## src/rtl/verinject_pkg.sv

```systemverilog
`default_nettype none
// ============================================================================
// verinject_pkg : shared injector-state codes and sequencer state encoding
// Rev 1.0
// ============================================================================
package verinject_pkg;

  localparam logic [31:0] VERINJECT_STATE_NONE       = 32'hFFFF_FFFF;
  localparam logic [31:0] VERINJECT_STATE_RESET_FIFO = 32'hFFFF_FFFE;

  typedef enum logic [1:0] {
    SEQ_IDLE  = 2'd0,
    SEQ_CLEAR = 2'd1,
    SEQ_RUN   = 2'd2,
    SEQ_DONE  = 2'd3
  } seq_state_e;

  function automatic logic [31:0] sat_inc32(input logic [31:0] value);
    return (value == 32'hFFFF_FFFF) ? value : value + 32'd1;
  endfunction

endpackage
`default_nettype wire

```

## src/rtl/verinject_schedule_table.sv

```systemverilog
`default_nettype none
// ============================================================================
// verinject_schedule_table : DEPTH x {cycle,index} store, async read port
// Rev 1.0
// ============================================================================
module verinject_schedule_table #(
  parameter int DEPTH      = 16,
  parameter int DEPTH_LOG2 = 4
) (
  input  logic                  clock,
  input  logic                  reset_n,
  input  logic                  wr_en,
  input  logic [DEPTH_LOG2-1:0] wr_addr,
  input  logic [31:0]           wr_cycle,
  input  logic [31:0]           wr_index,
  input  logic [DEPTH_LOG2-1:0] rd_addr,
  output logic [31:0]           rd_cycle,
  output logic [31:0]           rd_index,
  output logic [31:0]           last_cycle
);

  logic [63:0] r_mem [DEPTH];
  logic [31:0] r_last_cycle;

  always_ff @(posedge clock) begin
    if (wr_en) begin
      r_mem[wr_addr] <= {wr_cycle, wr_index};
    end
  end

  // Most recently stored cycle, used by the caller's non-decreasing check.
  always_ff @(posedge clock or negedge reset_n) begin
    if (!reset_n) begin
      r_last_cycle <= 32'd0;
    end else if (wr_en) begin
      r_last_cycle <= wr_cycle;
    end
  end

  assign rd_cycle   = r_mem[rd_addr][63:32];
  assign rd_index   = r_mem[rd_addr][31:0];
  assign last_cycle = r_last_cycle;

endmodule
`default_nettype wire

```

## src/rtl/verinject_fault_sequencer.sv

```systemverilog
`default_nettype none
// ============================================================================
// verinject_fault_sequencer : replays a (cycle,index) schedule onto the
// verinject__injector_state broadcast. Rev 1.0
// ============================================================================
module verinject_fault_sequencer
  import verinject_pkg::*;
#(
  parameter int DEPTH      = 16,
  parameter int DEPTH_LOG2 = 4
) (
  input  logic                  clock,
  input  logic                  reset_n,
  input  logic                  load_valid,
  output logic                  load_ready,
  input  logic [31:0]           load_cycle,
  input  logic [31:0]           load_index,
  output logic                  load_error,
  input  logic                  flush,
  input  logic                  start,
  input  logic                  abort,
  output logic                  busy,
  output logic                  done,
  output logic [DEPTH_LOG2:0]   entry_count,
  output logic [DEPTH_LOG2:0]   injected_count,
  output logic [15:0]           slip_count,
  output logic [31:0]           cycle_count,
  output logic [31:0]           verinject__injector_state
);

  localparam logic [DEPTH_LOG2:0] C_DEPTH   = (DEPTH_LOG2+1)'(DEPTH);
  localparam logic [DEPTH_LOG2:0] C_PTR_ONE = (DEPTH_LOG2+1)'(1);

  seq_state_e          r_state, w_state_next;
  logic [DEPTH_LOG2:0] r_entry_count, r_rd_ptr, r_injected_count;
  logic [15:0]         r_slip_count;
  logic [31:0]         r_cycle_count, r_inj_state;
  logic                r_load_error;

  logic                w_idle_like, w_flush, w_load_xfer, w_load_bad, w_wr_en;
  logic [31:0]         w_last_cycle, w_rd_cycle, w_rd_index;
  logic [31:0]         w_k_next, w_inj_next;
  logic [DEPTH_LOG2:0] w_ptr_cand;
  logic                w_emit, w_slip;

  assign w_idle_like = (r_state == SEQ_IDLE) || (r_state == SEQ_DONE);
  assign load_ready  = w_idle_like && (r_entry_count < C_DEPTH);
  assign w_flush     = flush && w_idle_like;
  assign w_load_xfer = load_valid && load_ready;
  assign w_load_bad  = (load_index >= VERINJECT_STATE_RESET_FIFO) ||
                       ((r_entry_count != '0) && (load_cycle < w_last_cycle));
  assign w_wr_en     = w_load_xfer && !w_flush && !w_load_bad;

  verinject_schedule_table #(
    .DEPTH      (DEPTH),
    .DEPTH_LOG2 (DEPTH_LOG2)
  ) u_table (
    .clock      (clock),
    .reset_n    (reset_n),
    .wr_en      (w_wr_en),
    .wr_addr    (r_entry_count[DEPTH_LOG2-1:0]),
    .wr_cycle   (load_cycle),
    .wr_index   (load_index),
    .rd_addr    (w_ptr_cand[DEPTH_LOG2-1:0]),
    .rd_cycle   (w_rd_cycle),
    .rd_index   (w_rd_index),
    .last_cycle (w_last_cycle)
  );

  // Next-state lookahead: decide what the broadcast shows in the coming cycle.
  always_comb begin
    w_state_next = r_state;
    w_k_next     = r_cycle_count;
    w_ptr_cand   = r_rd_ptr;
    case (r_state)
      SEQ_IDLE, SEQ_DONE: begin
        if (start) w_state_next = SEQ_CLEAR;
      end
      SEQ_CLEAR: begin
        w_k_next   = 32'd0;
        w_ptr_cand = '0;
        if (abort)                     w_state_next = SEQ_IDLE;
        else if (r_entry_count == '0)  w_state_next = SEQ_DONE;
        else                           w_state_next = SEQ_RUN;
      end
      SEQ_RUN: begin
        w_k_next = sat_inc32(r_cycle_count);
        if (abort)                             w_state_next = SEQ_IDLE;
        else if (r_rd_ptr == r_entry_count)    w_state_next = SEQ_DONE;
      end
      default: w_state_next = SEQ_IDLE;
    endcase
  end

  assign w_emit = (w_state_next == SEQ_RUN) && (w_ptr_cand < r_entry_count) &&
                  (w_rd_cycle <= w_k_next);
  assign w_slip = w_emit && (w_rd_cycle < w_k_next);

  always_comb begin
    w_inj_next = VERINJECT_STATE_NONE;
    if (w_state_next == SEQ_CLEAR)  w_inj_next = VERINJECT_STATE_RESET_FIFO;
    else if (w_emit)                w_inj_next = w_rd_index;
  end

  always_ff @(posedge clock or negedge reset_n) begin
    if (!reset_n) begin
      r_state          <= SEQ_IDLE;
      r_inj_state      <= VERINJECT_STATE_NONE;
      r_load_error     <= 1'b0;
      r_entry_count    <= '0;
      r_rd_ptr         <= '0;
      r_injected_count <= '0;
      r_slip_count     <= 16'd0;
      r_cycle_count    <= 32'd0;
    end else begin
      r_state      <= w_state_next;
      r_inj_state  <= w_inj_next;
      r_load_error <= w_load_xfer && !w_flush && w_load_bad;

      if (w_flush)       r_entry_count <= '0;
      else if (w_wr_en)  r_entry_count <= r_entry_count + C_PTR_ONE;

      if (w_state_next == SEQ_CLEAR) begin
        r_rd_ptr         <= '0;
        r_injected_count <= '0;
        r_slip_count     <= 16'd0;
        r_cycle_count    <= 32'd0;
      end else if (w_state_next == SEQ_RUN) begin
        r_cycle_count <= w_k_next;
        if (w_emit) begin
          r_rd_ptr         <= w_ptr_cand + C_PTR_ONE;
          r_injected_count <= r_injected_count + C_PTR_ONE;
          if (w_slip && (r_slip_count != 16'hFFFF)) begin
            r_slip_count <= r_slip_count + 16'd1;
          end
        end
      end
    end
  end

  assign busy                      = (r_state == SEQ_CLEAR) || (r_state == SEQ_RUN);
  assign done                      = (r_state == SEQ_DONE);
  assign load_error                = r_load_error;
  assign entry_count               = r_entry_count;
  assign injected_count            = r_injected_count;
  assign slip_count                = r_slip_count;
  assign cycle_count               = r_cycle_count;
  assign verinject__injector_state = r_inj_state;

endmodule
`default_nettype wire
```

## config.mk

```make
export PLATFORM = sky130hd
export DESIGN_NAME = verinject_fault_sequencer
export DESIGN_NICKNAME = d
export VERILOG_FILES = /design/src/rtl/verinject_pkg.sv /design/src/rtl/verinject_schedule_table.sv /design/src/rtl/verinject_fault_sequencer.sv
export SDC_FILE = /design/constraint.sdc
export NUM_CORES = 2
export LEC_CHECK = 0
export CAP_MARGIN = 10
export CORE_MARGIN = 2
export CORE_UTILIZATION = 50
export CTS_BUF_LIST = sky130_fd_sc_hd__clkbuf_8
export CTS_CLUSTER_DIAMETER = 120
export DETAILED_ROUTE_END_ITERATION = 6
export DONT_BUFFER_PORTS = 1
export PLACE_DENSITY = 0.8
export SLEW_MARGIN = 20
export SYNTH_ARGS = -nofsm -noshare
export SYNTH_HDL_FRONTEND = slang
export SYNTH_SLANG_ARGS = --single-unit
```

## constraint.sdc

```tcl
create_clock -name clock -period 6.9 [get_ports clock]
set_input_delay 2.07 -clock clock [delete_from_list [all_inputs] [get_ports clock]]
set_output_delay 2.07 -clock clock [all_outputs]
set_load 0.02 [all_outputs]
```

Yosys cells after proc, flatten, opt, wreduce, memory -nomap -nowiden --
Memory sizes are Yosys's and may differ from the RTL's. Cells that the tools add are included.
Operators by class: add/sub/neg operators 5, order comparisons 6, equal/unequal tests 8, muxes and demuxes 27, reduce and logical (&&, ||, !) cells 26
Operators by type and width (number):
- 32-bit two-way mux | 5
- 32-bit less-than comparator | 2
- 16-bit two-way mux | 4
- 32-bit one-hot mux with 2 select lines | 1
- 5-bit two-way mux | 9
- 32-bit by 1-bit adder with 32-bit output, second input constant | 1
- 32-bit equality test, second input constant | 1
- 32-bit >= comparator, second input constant | 1
- 32-bit less-or-equal comparator | 1
- 16-bit by 1-bit adder with 16-bit output, second input constant | 1
- 16-bit inequality test, second input constant | 1
- 5-bit by 1-bit adder with 5-bit output, second input constant | 3
- 1-bit logical AND | 11
- 2-bit two-way mux | 4
- 2-bit nonzero test | 4
- 2-bit equality test, second input constant | 3
- 2-bit one-hot mux with 3 select lines | 1
- 5-bit equality test | 1
- 5-bit logical NOT | 1
- 5-bit less-than comparator | 1
- 5-bit less-than comparator, second input constant | 1
- 5-bit nonzero test | 1
- 2-bit by 1-bit equality test with 1-bit output, second input constant | 2
- 1-bit logical OR | 3
- other kinds (6) | 9
Storage, ports and cells: bits in registers 130, RAM bits 1024, input bits 70, logic and storage cells 82, memories kept 1
Memory list:
- u_table.r_mem | depth 16, width 64, read ports 1, clocked after Yosys merged registers in 0, wr ports 1, RTL line verinject_schedule_table.sv:22 | logic [63:0] r_mem [DEPTH];

Logic depth before layout (Yosys ltp) --
depth after elaboration 13, gate-level depth with buffers 23, depth with buffers taken out 17

Hierarchy --
A second synthesis with hierarchy kept.
Second synthesis, totals: cell total of the unflattened synthesis 2497, area total of the unflattened synthesis 46843.7 um^2
By module, submodules not included:
- verinject_schedule_table | times used 1, cells each 1651, area each 39450.3 um^2, seq. area each 31550.3 um^2
- verinject_fault_sequencer | times used 1, cells each 846, area each 7393.3 um^2, seq. area each 2492.4 um^2

Worst setup path after synthesis --
OpenSTA, ideal clock, no wires.
path kind input -> register, start point input load_cycle[25], end point memory u_table.r_mem[3][0], enable pin, arrival 7.880 ns, data required time 6.336 ns, setup slack -1.544 ns, stages on the path 7, buffers on the path 0, path through ha_1 > nand3_1 > nor4_1 > nand2_1 > o221ai_1 > o2111ai_1 > nor3_1
Between the ends: longest elaborated chain between the ends 7
Ends and longest elaborated chain:
- from (decl) | RTL line verinject_fault_sequencer.sv:16 | input logic [31:0] load_cycle,
- 32-bit less-than comparator | RTL line verinject_fault_sequencer.sv:51 | ((r_entry_count != '0) && (load_cycle < w_last_cycle));
- 1-bit logical AND | RTL line verinject_fault_sequencer.sv:51
- 1-bit logical OR | RTL line verinject_fault_sequencer.sv:50 | assign w_load_bad = (load_index >= VERINJECT_STATE_RESET_FIFO) ||
- 1-bit logical NOT | RTL line verinject_fault_sequencer.sv:52 | assign w_wr_en = w_load_xfer && !w_flush && !w_load_bad;
- 1-bit logical AND | RTL line verinject_fault_sequencer.sv:52
- 1-bit two-way mux | RTL line verinject_schedule_table.sv:26 | if (wr_en) begin
- 1-bit two-way mux (not written as such) | RTL line verinject_schedule_table.sv:27 | r_mem[wr_addr] <= {wr_cycle, wr_index};
- to (decl) | RTL line verinject_schedule_table.sv:22
Every way passes these cells.

Final worst setup path --
start point register r_state[1], end point register r_slip_count[2] (netlist: slip_count[2])
Between the ends: longest elaborated chain between the ends 10, elaborated cells on any way between the ends 26, those cells by class 3 x order compare; 5 x eq/ne; 7 x mux; 10 x reduce/logical; 1 x memory
Ends and longest elaborated chain:
- from (decl) | RTL line verinject_fault_sequencer.sv:34 | seq_state_e r_state, w_state_next;
- from (signal assigned) | RTL line verinject_fault_sequencer.sv:116 | r_state <= w_state_next;
- parallel branches: the longest is 10 deep, another holds memory read 16 x 64 bit
- to (signal assigned) | RTL line verinject_fault_sequencer.sv:134 | r_slip_count <= r_slip_count + 16'd1;
- to (decl) | RTL line verinject_fault_sequencer.sv:36 | logic [15:0] r_slip_count;
Several ways; the timed one is not identified. A chain may end at the register's enable or synchronous reset.

==> flow_metrics.tcl <==
set metrics [dict create \
    outcome "complete, but fails checks" \
    violations "DRC" \
    synth_warnings 0 \
    required_ns 7.59 \
    core_area_mm2 0.09501 \
    viasPerCell 6.284 \
    grt_overflow 0 \
    track_usage_pct 24.32 \
    hold_viol 0 \
    post_drt_wl_per_cell_um 27.11 \
    finalSetupViolations 0 \
    dr.pass1.iters 7 \
    power.share.sequential_pct 44.5 \
    layout_common_cells "edfxtp_1 (1024), mux2i_1 (224), clkbuf_8 (194)" \
    switchingPower_w 0.005991 \
    synthCells 2950 \
    p_comb_share_pct 25.9 \
    cts_num_sinks 1154 \
    final_nets 3177 \
    vias 27889 \
    max_freq_ghz 0.1726 \
    met1_usage_pct 31.61 \
    use_met3_pct 6.274 \
    synth.distinct_cells 79 \
    reg2reg_from "r_state[1]$_DFF_PN0_" \
    grtUsageMet2_pct 39.04 \
    post_cts_buffers 0 \
    yosysSeqAreaShare_pct 70.95 \
    post_cts_resized 0 \
    holdWs_ns 0.5040 \
    grt_pass1_wl_um 177600 \
    ys.flop_type "edfxtp_1" \
    drv_cap 0 \
    p_sw_share_pct 32.42 \
    p_per_area_mw_per_mm2 347.6 \
    cts.path.max_buffers 3 \
    worstSkewPairLatency_ns 0.84 \
    cp-startpoint "r_state[1]$_DFF_PN0_" \
    cts_root_buf "clkbuf_8" \
    arrival_ns 6.48 \
    fin_crit_ns 5.792 \
    cts.clk_slew.worst_paths_ns 0.06 \
    pwr-share-clk_pct 29.6 \
    first_iter_violations 3497 \
    start_util_pct 50.50 \
    wirelength_um 120300 \
    yosysTopAreaCell "edfxtp_1" \
    antenna_found_initial 3 \
    htree_levels 4 \
    power_leakage_nw 17.43 \
    fin_tns_setup_ns 0 \
    crit_fanout 16 \
    cts_buffers 177 \
    ys_seq_elements 1154 \
    port_buffers 0 \
    finalCritPeriodShare_pct 83.94 \
    async_reset_ff_share_pct 11.27 \
    final_common_cell "edfxtp_1" \
    synth_nets 3100 \
    hold_class "reg2reg" \
    syn_area_per_cell_um2 16.26 \
    p_int_w 0.01249 \
    synthesis.area_mm2 0.04798 \
    netlist_top_cells_area "edfxtp_1 (64%), mux4_2 (5.8%), dfrtp_1 (5.1%)" \
    die_h_um 313.8 \
    gp_congestion 0.8923 \
    fin_skew_ns 0.05121 \
    grt_max_degree 131 \
    busiest_layer "met2" \
    area.growth.synth_to_final_pct 10.82 \
    max_slew_margin_pct 27.61 \
    synth_edf_count 1024 \
    drive_gt1_share_pct 17.72 \
    rsz0062_at_grt "no" \
    tightestPinTransition_ns 1.082 \
    crit_type "reg2reg" \
    worstHoldStart "u_table.last_cycle[11]$_DFFE_PN0P_" \
    grt_pass1_vias 27662 \
    critPathCaptureType "flop" \
    netlist.area_leader.share_pct 64.09 \
    drv_slew 0 \
    die_x_um 313.8 \
    final_antenna_net_count 0 \
    cts_tree "yes" \
    r2r_slack_ns 1.11 \
    hold_buffers 0 \
    drc 2 \
    dp_hpwl_um 70120 \
    die_area_mm2 0.09845 \
    ioPinCount 164 \
    rows 113 \
    vdd_drop_max_uv 553.9 \
    crit_path_start_kind "flop" \
]
state kept, by name (all words and copies together), names as in the netlist:
register                   flops
entry_count                    5
load_error                     1
r_state                        2
verinject__injector_state     32
u_table.last_cycle            32
cycle_count                   32
injected_count                 5
r_rd_ptr                       5
u_table.r_mem               1024
slip_count                    16
per-layer routing:
metal	wire, µm	vias to the layer above
li1	-	11891
met1	45970	14225
met2	58360	1543
met3	11480	230
met4	4495	0
met5	0	-
cell families after synthesis:
logic type | Yosys count | share of synthesized area [%]
xor+xnor | 35 | 0.6389
compound gates | 489 | 6.700
flops | 1154 | 70.95
fa+ha+maj | 80 | 2.086
buf+inv | 243 | 2.076
mux | 413 | 12.02
simple gates | 536 | 5.526
cell usage after synthesis (34+ instances only):
master and instances:
a211oi_1 34, a21oi_1 121, a221oi_1 43, buf_2 42, clkbuf_1 113, dfrtp_1 98, edfxtp_1 1024, ha_1 80
inv_1 64, mux2_2 65, mux2i_1 224, mux4_2 124, nand2_1 171, nand2b_1 34, nand3_1 47, nor2_1 93
nor3_1 78, o21ai_0 82, o22ai_1 74
final timing paths:
| path | to | cells past startpoint |
|---|---|---|
| setup / recovery | slip_count[2]$_DFFE_PN0P_ | 16 |
| hold / removal | u_table.last_cycle[11]$_DFFE_PN0P_ | 1 |
| setup reg to reg | slip_count[2]$_DFFE_PN0P_ | 16 |
| hold reg to reg | u_table.last_cycle[11]$_DFFE_PN0P_ | 1 |
| max in group asynchronous | verinject__injector_state[7]$_DFF_PN1_ | 0 |
| min in group asynchronous | u_table.last_cycle[21]$_DFFE_PN0P_ | 0 |
cell type report:
class                      count  area [µm²]
clock buffer                 194        2670
fill                        7163       41840
sequential                  1154       34050
clock inverter               129       782.0
timing repair buffer          74       705.7
antenna                        2       5.005
multi-input combinational   1553       13120
tap                         1265        1583
inverter                      67       255.2
power by group through the flow:
stage | clock network [W] | registers, W | logic [W]
3_3_place_gp | 0 | 0.00834 | 0.00458
2_1_floorplan | 0 | 0.00827 | 0.00340
5_1_grt | 0.00588 | 0.00824 | 0.00513
6_report | 0.00548 | 0.00822 | 0.00478
3_5_place_dp | 0 | 0.00835 | 0.00469
4_1_cts | 0.00557 | 0.00821 | 0.00472
per-stage QoR:
stage               total power [W]  instances  area, µm²  utilization (%)  worst slack [ns]
finish                      0.01848       4438      53170            55.96             1.108
global route                0.01924       4438      53170            55.96            0.9059
CTS                         0.01850       4436      53160            55.96             1.281
detailed placement          0.01305       4113      49710            52.32             1.329
global placement            0.01292       4113      49710            52.32             1.415
floorplan                   0.01168       2950      48000                -            0.1728
worst max-delay path, stage by stage (launching register included):
cell and delay, ns:
dfrtp_1 0.39, inv_1 0.08, ha_2 0.19, buf_4 0.21, nand2b_4 0.19, nor2_1 0.82
buf_4 0.30, a211oi_1 0.08, o31ai_1 0.71, ha_1 0.37, nand4_1 0.15, nor2_1 0.06
a221o_1 0.37, o31ai_2 0.45, nor4b_4 0.82, a21oi_1 0.18, a221o_1 0.29
(Power assumes the default switching activity.)
